### config.mk
export PLATFORM = sky130hd
export DESIGN_NAME = temp_threshold_monitor
export DESIGN_NICKNAME = d
export VERILOG_FILES = /design/src/rtl/temp_mon_pkg.sv /design/src/rtl/consec_counter.sv /design/src/rtl/temp_threshold_monitor.sv
export SDC_FILE = /design/constraint.sdc
export NUM_CORES = 1
export LEC_CHECK = 0
export CAP_MARGIN = 30
export CORE_ASPECT_RATIO = 0.9
export CORE_MARGIN = 2
export CORE_UTILIZATION = 45
export DETAILED_ROUTE_END_ITERATION = 12
export PLACE_DENSITY = 0.72
export SYNTH_ARGS = -nofsm -noshare
export SYNTH_HDL_FRONTEND = slang
export SYNTH_SLANG_ARGS = --single-unit
### constraint.sdc
create_clock -name clk -period 1.6 [get_ports clk]
set_input_delay 0.16 -clock clk [delete_from_list [all_inputs] [get_ports clk]]
set_output_delay 0.16 -clock clk [all_outputs]
set_load 0.01 [all_outputs]
### src/rtl/temp_mon_pkg.sv
// rtl/temp_mon_pkg.sv - shared state encodings and default thresholds for temperature monitoring
package temp_mon_pkg;

    typedef enum logic [1:0] {
        ST_COLD      = 2'b00,
        ST_PEND_HOT  = 2'b01,
        ST_HOT       = 2'b10,
        ST_PEND_COLD = 2'b11
    } temp_state_e;

    localparam int TH_ON_DEF_C  = 4;
    localparam int TH_OFF_DEF_C = 3;

    function automatic logic state_alarm(input temp_state_e s);
        return (s == ST_HOT) || (s == ST_PEND_COLD);
    endfunction

endpackage

### src/rtl/consec_counter.sv
// rtl/consec_counter.sv - saturating consecutive-event counter with clear, increment and reach flag
module consec_counter #(
    parameter int DEB = 3,
    parameter int CW  = $clog2(DEB + 1)
) (
    input  logic clk,
    input  logic reset,
    input  logic clr,
    input  logic inc,
    output logic reach_on_inc
);

    localparam logic [CW-1:0] DEB_C  = CW'(DEB);
    localparam logic [CW-1:0] LAST_C = CW'(DEB - 1);
    localparam logic [CW-1:0] ONE_C  = CW'(1);

    logic [CW-1:0] cnt_q;
    logic [CW-1:0] cnt_d;

    // clr together with inc restarts the run at this qualifying sample
    always_comb begin
        cnt_d = cnt_q;
        if (clr) begin
            cnt_d = inc ? ONE_C : '0;
        end else if (inc && (cnt_q != DEB_C)) begin
            cnt_d = cnt_q + ONE_C;
        end
    end

    always_ff @(posedge clk) begin
        if (reset) begin
            cnt_q <= '0;
        end else begin
            cnt_q <= cnt_d;
        end
    end

    // True when one more increment brings the count to DEB
    assign reach_on_inc = (cnt_q >= LAST_C);

endmodule

### src/rtl/temp_threshold_monitor.sv
// rtl/temp_threshold_monitor.sv - debounced hysteresis temperature alarm (option: STICKY_ALARM_EN)
module temp_threshold_monitor
    import temp_mon_pkg::*;
#(
    parameter int W          = 3,
    parameter int TH_ON_DEF  = TH_ON_DEF_C,
    parameter int TH_OFF_DEF = TH_OFF_DEF_C,
    parameter int DEB        = 3,
    parameter int CW         = $clog2(DEB + 1)
) (
    input  logic         clk,
    input  logic         reset,
    input  logic         sample_valid,
    input  logic [W-1:0] temp,
    input  logic         cfg_we,
    input  logic [W-1:0] th_on,
    input  logic [W-1:0] th_off,
    input  logic         alarm_ack,
    output logic         alarm,
    output logic         alarm_set,
    output logic         alarm_clr
);

    localparam logic [W-1:0] TH_ON_RST  = W'(TH_ON_DEF);
    localparam logic [W-1:0] TH_OFF_RST = W'((TH_OFF_DEF > TH_ON_DEF) ? TH_ON_DEF : TH_OFF_DEF);
    localparam logic         DEB_ONE    = (DEB == 1);

    temp_state_e  state_q, state_d;
    logic         alarm_q, alarm_d;
    logic         alarm_set_q, alarm_set_d;
    logic         alarm_clr_q, alarm_clr_d;
    logic [W-1:0] th_on_q, th_on_d;
    logic [W-1:0] th_off_q, th_off_d;

    logic hot, cold;
    logic cnt_clr, cnt_inc, reach_on_inc;
    logic fsm_alarm;

    consec_counter #(
        .DEB (DEB),
        .CW  (CW)
    ) u_consec_counter (
        .clk          (clk),
        .reset        (reset),
        .clr          (cnt_clr),
        .inc          (cnt_inc),
        .reach_on_inc (reach_on_inc)
    );

    assign hot  = (temp >= th_on_q);
    assign cold = (temp < th_off_q);

    // Off-threshold is clamped to the on-threshold so hysteresis is never negative
    always_comb begin
        th_on_d  = th_on_q;
        th_off_d = th_off_q;
        if (cfg_we) begin
            th_on_d  = th_on;
            th_off_d = (th_off > th_on) ? th_on : th_off;
        end
    end

    always_comb begin
        state_d = state_q;
        cnt_clr = 1'b0;
        cnt_inc = 1'b0;
        if (sample_valid) begin
            unique case (state_q)
                ST_COLD: begin
                    cnt_clr = 1'b1;
                    if (hot) begin
                        cnt_inc = 1'b1;
                        state_d = DEB_ONE ? ST_HOT : ST_PEND_HOT;
                    end
                end
                ST_PEND_HOT: begin
                    if (hot) begin
                        cnt_inc = 1'b1;
                        if (reach_on_inc) state_d = ST_HOT;
                    end else begin
                        cnt_clr = 1'b1;
                        state_d = ST_COLD;
                    end
                end
                ST_HOT: begin
                    cnt_clr = 1'b1;
                    if (cold) begin
                        cnt_inc = 1'b1;
                        state_d = DEB_ONE ? ST_COLD : ST_PEND_COLD;
                    end
                end
                ST_PEND_COLD: begin
                    if (cold) begin
                        cnt_inc = 1'b1;
                        if (reach_on_inc) state_d = ST_COLD;
                    end else begin
                        cnt_clr = 1'b1;
                        state_d = ST_HOT;
                    end
                end
                default: state_d = ST_COLD;
            endcase
        end
    end

    assign fsm_alarm = state_alarm(state_d);

`ifdef STICKY_ALARM_EN
    // A latched alarm is released only by an acknowledge while the FSM sits in COLD
    always_comb begin
        alarm_d = fsm_alarm;
        if (alarm_q) begin
            alarm_d = fsm_alarm || !((state_q == ST_COLD) && alarm_ack);
        end
    end
`else
    logic unused_alarm_ack;
    assign unused_alarm_ack = alarm_ack;

    always_comb begin
        alarm_d = fsm_alarm;
    end
`endif

    assign alarm_set_d = alarm_d & ~alarm_q;
    assign alarm_clr_d = ~alarm_d & alarm_q;

    always_ff @(posedge clk) begin
        if (reset) begin
            state_q     <= ST_COLD;
            alarm_q     <= 1'b0;
            alarm_set_q <= 1'b0;
            alarm_clr_q <= 1'b0;
            th_on_q     <= TH_ON_RST;
            th_off_q    <= TH_OFF_RST;
        end else begin
            state_q     <= state_d;
            alarm_q     <= alarm_d;
            alarm_set_q <= alarm_set_d;
            alarm_clr_q <= alarm_clr_d;
            th_on_q     <= th_on_d;
            th_off_q    <= th_off_d;
        end
    end

    assign alarm     = alarm_q;
    assign alarm_set = alarm_set_q;
    assign alarm_clr = alarm_clr_q;

endmodule
======== Word-level counts from Yosys, hierarchy flattened ========
Cells that the tools add are included.
storage, ports and cells
  output and inout port bits .............. 3
  word-level logic and storage cells ...... 49
  input port bits ......................... 14
  bits in registers ....................... 13
operators by class
  $lt $le $gt $ge ......................... 4
  bitwise logic cells ..................... 4
  reductions and logical operators ........ 7
  multiplexer cells ....................... 20
  equal/unequal tests ..................... 6
  $add $sub $neg .......................... 1
operator list
  cell                 number
  $mux 2               9
  $eq 2x2->1 const B   4
  $pmux 2 s4           1
  $mux 1               7
  $reduce_or 2->1      3
  $ge 3x3->1           1
  $gt 3x3->1           1
  $lt 3x3->1           1
  $mux 3               1
  $pmux 1 s3           1
  $add 2x1->2 const B  1
  $and 1x1->1          2
  $eq 2x1->1 const B   1
  $ge 2x2->1 const B   1
  $logic_not 2->1      1
  $ne 2x2->1 const B   1
  $not 1->1            2
  $pmux 1 s2           1
  $reduce_bool 2->1    1
  $logic_and 1x1->1    1
  $logic_or 1x1->1     1

======== Logic depth before layout (Yosys ltp) ========
Gate-level depths: netlist (run 1).
  word-level depth ........................ 9
  mapped depth ............................ 6
  depth with buffers taken out ............ 6

======== Modules after synthesis ========
From an unflattened synthesis (run 1), not the netlist that was laid out.
second synthesis, totals
  cell total of the unflattened synthesis .. 90
  area total of the unflattened synthesis .. 833.3 µm²
by module, submodules not included
  module                  times used  cells each  area each (µm²)  seq. area each (µm²)
  temp_threshold_monitor  1           75          680.7            220.2
  consec_counter          1           15          152.6            40.0

======== Least setup slack after synthesis (run 1) ========
No wires, ideal clock.
  kind .................................... register to register
  from .................................... register th_off_q[2]
  to ...................................... register u_consec_counter.cnt_q[1]
  setup time .............................. 0.103 ns
  arrival ................................. 1.485 ns
  period minus slack after synthesis ...... 1.589 ns
  setup slack ............................. 0.011 ns
  required time ........................... 1.497 ns
  stages on the path, launching flop included .. 7
  path buffers ............................ 0
  cells stage by stage .................... dfxtp_1 inv_1 ha_1 a21o_2 a31oi_4 o211ai_2 a2111oi_2
on the way
  cells in the longest elaborated chain, start to end .. 6
  elaborated cells between the ends (all ways) .. 10
  those cells by class .................... 1 x order compare; 7 x mux; 2 x reduce/logical
RTL lines
  what                                line                                                        source
  from (decl)                         temp_threshold_monitor.sv:33                                logic [W-1:0] th_off_q, th_off_d;
  from (signal assigned)              temp_threshold_monitor.sv:142                               th_off_q <= th_off_d;
  $lt 3x3->1 *                        temp_threshold_monitor.sv:51                                assign cold = (temp < th_off_q);
  $mux 1                              temp_threshold_monitor.sv:87, temp_threshold_monitor.sv:93
  $pmux 1 s2                          temp_threshold_monitor.sv:68                                unique case (state_q)
  $mux 1                              temp_threshold_monitor.sv:67                                if (sample_valid) begin
  $logic_and 1x1->1                   consec_counter.sv:25                                        end else if (inc && (cnt_q != DEB_C)) begin
  $reduce_bool 2->1 (no source line)  n/a
  to (signal assigned)                consec_counter.sv:34                                        cnt_q <= cnt_d;
  to (decl)                           consec_counter.sv:17                                        logic [CW-1:0] cnt_q;
Every way passes the cells marked *; elsewhere a longest branch is shown, timed or not.
A chain may end at the register's enable or synchronous reset.

======== Worst setup path after layout (run 1) ========
Same ends and word-level chain as after synthesis.

==> results.cfg, run 1 <==
[run_status]
outcome = completed

[clock_tree]
cts_tree = done
htree_levels = 1
clk_pin_slew_worst_paths_ns = 0.09
clock-sinks = 13
cts_inserted_buffers = 3
clk_latency_ns = 0.28
cts-root-buf = clkbuf_4
clk_path_buf_depth = 2

[cells_and_area]
final_core_util = 0.715
mostFrequentLayoutCell = inv_1
syn_to_final_growth_pct = 45.3
drive_gt1_frac = 0.280
num_antenna_cells = 0
nets = 150
final_cell_mix = inv_1, clkdlybuf4s50_1, dfxtp_1, buf_4, ha_1

[power_and_ir_drop]
p_int_mw = 0.582
seqPwrFrac = 0.425
p_switching_mw = 0.257
switching_share = 0.306
irDropWorstVdd_mv = 0.599
comb_power_share = 0.327
p_per_area_nw_per_um2 = 677
p_leak_nw = 0.520
clockPowerShare = 0.248

[synth]
synth.avg_cell_area_um2 = 8.89
yosys_warnings = 0
synthFlopType = dfxtp_1
ys_types = 35
yosys-top-cells-area = dfxtp_1, ha_1, inv_1
async_flop_share = 0
ys_seq_area_frac = 0.305
synth_fp_nets = 120
synth-edff-count = 0
synthCells = 96
syn_area_um2 = 853
synth_top_area_share = 0.305
yosys.area.top_type = dfxtp_1
ys_ff_latch = 13

[timing]
rsz0062_at_grt = true
layout_worst_path_cycle_share = 0.997
max_freq_ghz = 0.627
setup_viol = 0
slew_violations = 0
period_needed_ns = 1.60
tightest_slew_ns = 0.525
finalWorstSetupSlack_ns = 0.00471
relSlewSlack = 0.649
hold_violations = 0
skew_ns = 0.00473

[routing]
first_pass_iters = 4
wl_um = 1860
wl_per_cell_um = 12.5
ant_nets = 0
via_per_inst = 5.40
vias = 805
drc = 0
drtIter0Drc = 15

[floorplanning]
rows = 14
start_util = 0.492
coreArea_um2 = 1730
die_height_um = 45.3
die_x_um = 49.9
dieArea_um2 = 2260
pin_count = 17

[global_route]
grt_pass1_wl_um = 3060
grt_use_met2 = 0.293
antenna_found_initial = 0
grt_pass1_vias = 735
grt_use_met3 = 0.0497
use_met1 = 0.244
grt_usage = 0.180
grt-busiest-layer = met2
grt_overflow_total = 0
grt_max_degree = 13

[placement]
port_buffers = 15
pre_cts_slack_ns = -0.372
dp_hpwl_um = 1400
gp_congestion = 0.838

[setup_path]
cp_max_fo = 5
worstPathCellList = inv_2 > ha_4 > a21o_4 > a31oi_4 > o211ai_2 > a2111oi_2
cpPeakStageDelay_ns = 0.34
path_class = register to register
setup.worst_path.start_class = register
end_kind = register
worstPathArrival_ns = 1.78
crit_buf_inv = 1
crit_slowest_cell = dfxtp_2
cp_top_family = compound AO/OA/AOI/OAI gates
crit_required_ns = 1.78

[flow_run]
drv_cap = 0

[worst_hold_path]
hp-class = register to register
## sequential cells by signal, indices dropped and copies added, names as in the netlist
name / cells
alarm: 1
alarm_clr: 1
alarm_set: 1
state_q: 2
th_off_q: 3
th_on_q: 3
u_consec_counter.cnt_q: 2
## per-stage QoR
stage / instance area (um2) / hold slack [ns] / std cells / total power, mW / TNS, ns
floorplan: 853 / 0.257 / 96 / 0.494 / 0
detailed placement: 1110 / 0.454 / 145 / 0.588 / -2.63
global route: 1240 / 0.494 / 149 / 0.890 / -0.131
global placement: 1110 / 0.441 / 145 / 0.582 / -2.39
CTS: 1140 / 0.465 / 149 / 0.795 / -0.0131
finish: 1240 / 0.478 / 149 / 0.839 / 0
## cell usage after synthesis, types with 2 or more instances
| cell | number |
|---|---|
| a2111oi_0 | 3 |
| a211oi_1 | 4 |
| a21oi_1 | 5 |
| dfxtp_1 | 13 |
| ha_1 | 10 |
| inv_1 | 16 |
| mux2i_1 | 2 |
| nand2_1 | 6 |
| nand2b_1 | 2 |
| nor2_1 | 3 |
| nor2b_1 | 3 |
| nor3_1 | 4 |
| o21ai_0 | 3 |
## routing by layer
| layer | share of wire | vias up |
|---|---|---|
| met5 | 0 | - |
| met4 | 0.0038 | 0 |
| met3 | 0.035 | 2 |
| met2 | 0.47 | 16 |
| met1 | 0.49 | 373 |
| li1 | - | 414 |
## layout make-up
type                            instances  area, um2
Inverter                               16       60.1
Clock buffer                            4       26.3
Sequential cell                        13        262
Multi-Input combinational cell         65        619
Timing Repair Buffer                   27        243
Fill cell                             139        494
Tap cell                               24       30.0
## power groups by stage
stage | Combinational, mW | Clock, mW | Sequential (mW)
floorplan | 0.134 | 0 | 0.359
finish | 0.274 | 0.208 | 0.356
detailed placement | 0.225 | 0 | 0.363
global route | 0.300 | 0.230 | 0.360
global placement | 0.220 | 0 | 0.362
CTS | 0.229 | 0.211 | 0.355
## final timing paths
check               from                        end  slack (ns)  cells after the start
min reg2reg        alarm                  alarm_set        0.48                      1
max          th_off_q[2]  u_consec_counter.cnt_q[1]       0.005                      6
max reg2reg  th_off_q[2]  u_consec_counter.cnt_q[1]       0.005                      6
min                alarm                  alarm_set        0.48                      1
## cells by family after synthesis
kind of cell | synth area share
adder cells (fa/ha/maj) | 0.147
flip-flops | 0.305
AO/OA/AOI/OAI | 0.304
buffers and inverters | 0.0806
multiplexers | 0.0235
AND/OR/NAND/NOR | 0.141
## what timing repair did
action                                  in CTS  in global routing
endpoints found under the setup margin       4                  7
resized for setup                            2                 21
hold buffers                                 0                  0
setup buffers                                0                  0
pin swaps                                    2                  7
Note: power is estimated with default switching activity, not from simulation.
==> inputs of run 2 (changes only) <==
--- a/config.mk
+++ b/config.mk
@@ -5,6 +5,7 @@
 export SDC_FILE = /design/constraint.sdc
 export NUM_CORES = 1
 export LEC_CHECK = 0
+export ABC_CLOCK_PERIOD_IN_PS = 1600
 export CAP_MARGIN = 30
 export CORE_ASPECT_RATIO = 0.9
 export CORE_MARGIN = 2
==> results of run 2 <==
Final layout, timing and power as in run 1 (identical DEF).
==> inputs of run 3 (changes only) <==
--- a/config.mk
+++ b/config.mk
@@ -12,6 +12,8 @@
 export CORE_UTILIZATION = 45
 export DETAILED_ROUTE_END_ITERATION = 12
 export PLACE_DENSITY = 0.72
+export SKIP_CTS_REPAIR_TIMING = 1
+export SLEW_MARGIN = 10
 export SYNTH_ARGS = -nofsm -noshare
 export SYNTH_HDL_FRONTEND = slang
 export SYNTH_SLANG_ARGS = --single-unit
==> results.cfg, run 3 (same netlist as run 1, synthesis figures left out) <==
[routing]
drtIter0Drc = 19
via_per_inst = 5.46
vias = 814
wl_per_cell_um = 12.6
first_pass_iters = 4
ant_nets = 0
wl_um = 1880
drc = 0

[global_route]
grt_max_degree = 13
antenna_found_initial = 0
grt_pass1_wl_um = 3070
grt_pass1_vias = 734
grt_overflow_total = 0
grt_usage = 0.181

[floorplanning]
pin_count = 17
die_height_um = 45.3
rows = 14
coreArea_um2 = 1730
die_x_um = 49.9
start_util = 0.492
dieArea_um2 = 2260

[clock_tree]
clk_latency_ns = 0.28
cts_inserted_buffers = 3
clk_pin_slew_worst_paths_ns = 0.08
htree_levels = 1
cts_tree = done
cts-root-buf = clkbuf_4
clock-sinks = 13
clk_path_buf_depth = 2

[cells_and_area]
multiInputGateArea_um2 = 641
ff_latch_area_um2 = 262
layoutNonFillerInstCount = 149
final_core_util = 0.727
syn_to_final_growth_pct = 47.8
fillers = 132
drive_gt1_frac = 0.296
fin_area_um2 = 1260
nets = 150
num_antenna_cells = 0
reg_top3 = th_off_q: 3 flops, th_on_q: 3 flops
final_cell_mix = inv_1, clkdlybuf4s50_1, dfxtp_1, buf_4, ha_1

[setup_path]
startpoint = th_on[1]
r2r_slack_ns = 0.05
crit_required_ns = 1.78
cp_max_fo = 4
path_class = input pin to register
worstRegToRegCells = 6
end_kind = register
setup.worst_path.start_class = input pin
reg2reg_from = th_off_q[2]
crit_end = th_off_q[2]
r2r-end = u_consec_counter.cnt_q[1]
worstPathArrival_ns = 1.74

[placement]
pre_cts_slack_ns = -0.372
place_area_um2 = 1110
dp_hpwl_um = 1400
port_buffers = 15
gp_congestion = 0.838
placed_cells = 145

[power_and_ir_drop]
p_per_area_nw_per_um2 = 671
seqPwrFrac = 0.422
irDropWorstVdd_mv = 0.599
p_switching_mw = 0.260
clockPowerShare = 0.245
p_int_mw = 0.587
p_leak_nw = 0.518
p_total_mw = 0.847
comb_power_share = 0.333
switching_share = 0.307

[timing]
max_freq_ghz = 0.641
period_needed_ns = 1.56
setup_viol = 0
layout_worst_path_cycle_share = 0.976
finalWorstSetupSlack_ns = 0.0389
skew_ns = 0.00571
slew_violations = 0
finalSetupTns_ns = 0
relSlewSlack = 0.648
whs_ns = 0.481
hold_violations = 0
tightest_slew_ns = 0.527

[flow_run]
drv_cap = 0

[run_status]
outcome = completed

[worst_hold_path]
hp-class = register to register
[run 3: power by group through the flow]
| stage | clock, mW | sequential, mW | combinational [mW] |
|---|---|---|---|
| 2_1_floorplan | 0 | 0.359 | 0.134 |
| 3_3_place_gp | 0 | 0.362 | 0.220 |
| 3_5_place_dp | 0 | 0.363 | 0.225 |
| 4_1_cts | 0.211 | 0.355 | 0.228 |
| 5_1_grt | 0.230 | 0.361 | 0.307 |
| 6_report | 0.207 | 0.357 | 0.282 |
[run 3: metal layers]
| layer | part of all wire | track usage |
|---|---|---|
| met3 | 0.052 | 0.0497 |
| met4 | 0.0037 | 0.0333 |
| met1 | 0.47 | 0.246 |
| met2 | 0.47 | 0.293 |
| met5 | 0 | 0 |
[run 3: final cells by class]
type                    count  area share
clock buffers               4      0.0208
inverters                  16      0.0476
multi-input cells          65       0.508
flip-flops and latches     13       0.207
well taps                  24      0.0238
repair buffers             27       0.192
[run 3: worst min path at each step]
stage	start	endpoint	cells past startpoint
final	alarm	alarm_set	1
after floorplan	sample_valid	u_consec_counter.cnt_q[0]	1
after detailed placement	alarm	alarm_set	1
after CTS	alarm	alarm_set	1
after global routing	alarm	alarm_set	1
after global placement	alarm	alarm_set	1
[run 3: worst max-delay path: stages]
cell,delay [ns]
clkdlybuf4s50_1,0.47
inv_1,0.06
ha_1,0.29
nor2b_4,0.16
o21ai_4,0.10
a21o_1,0.22
a311oi_1,0.27
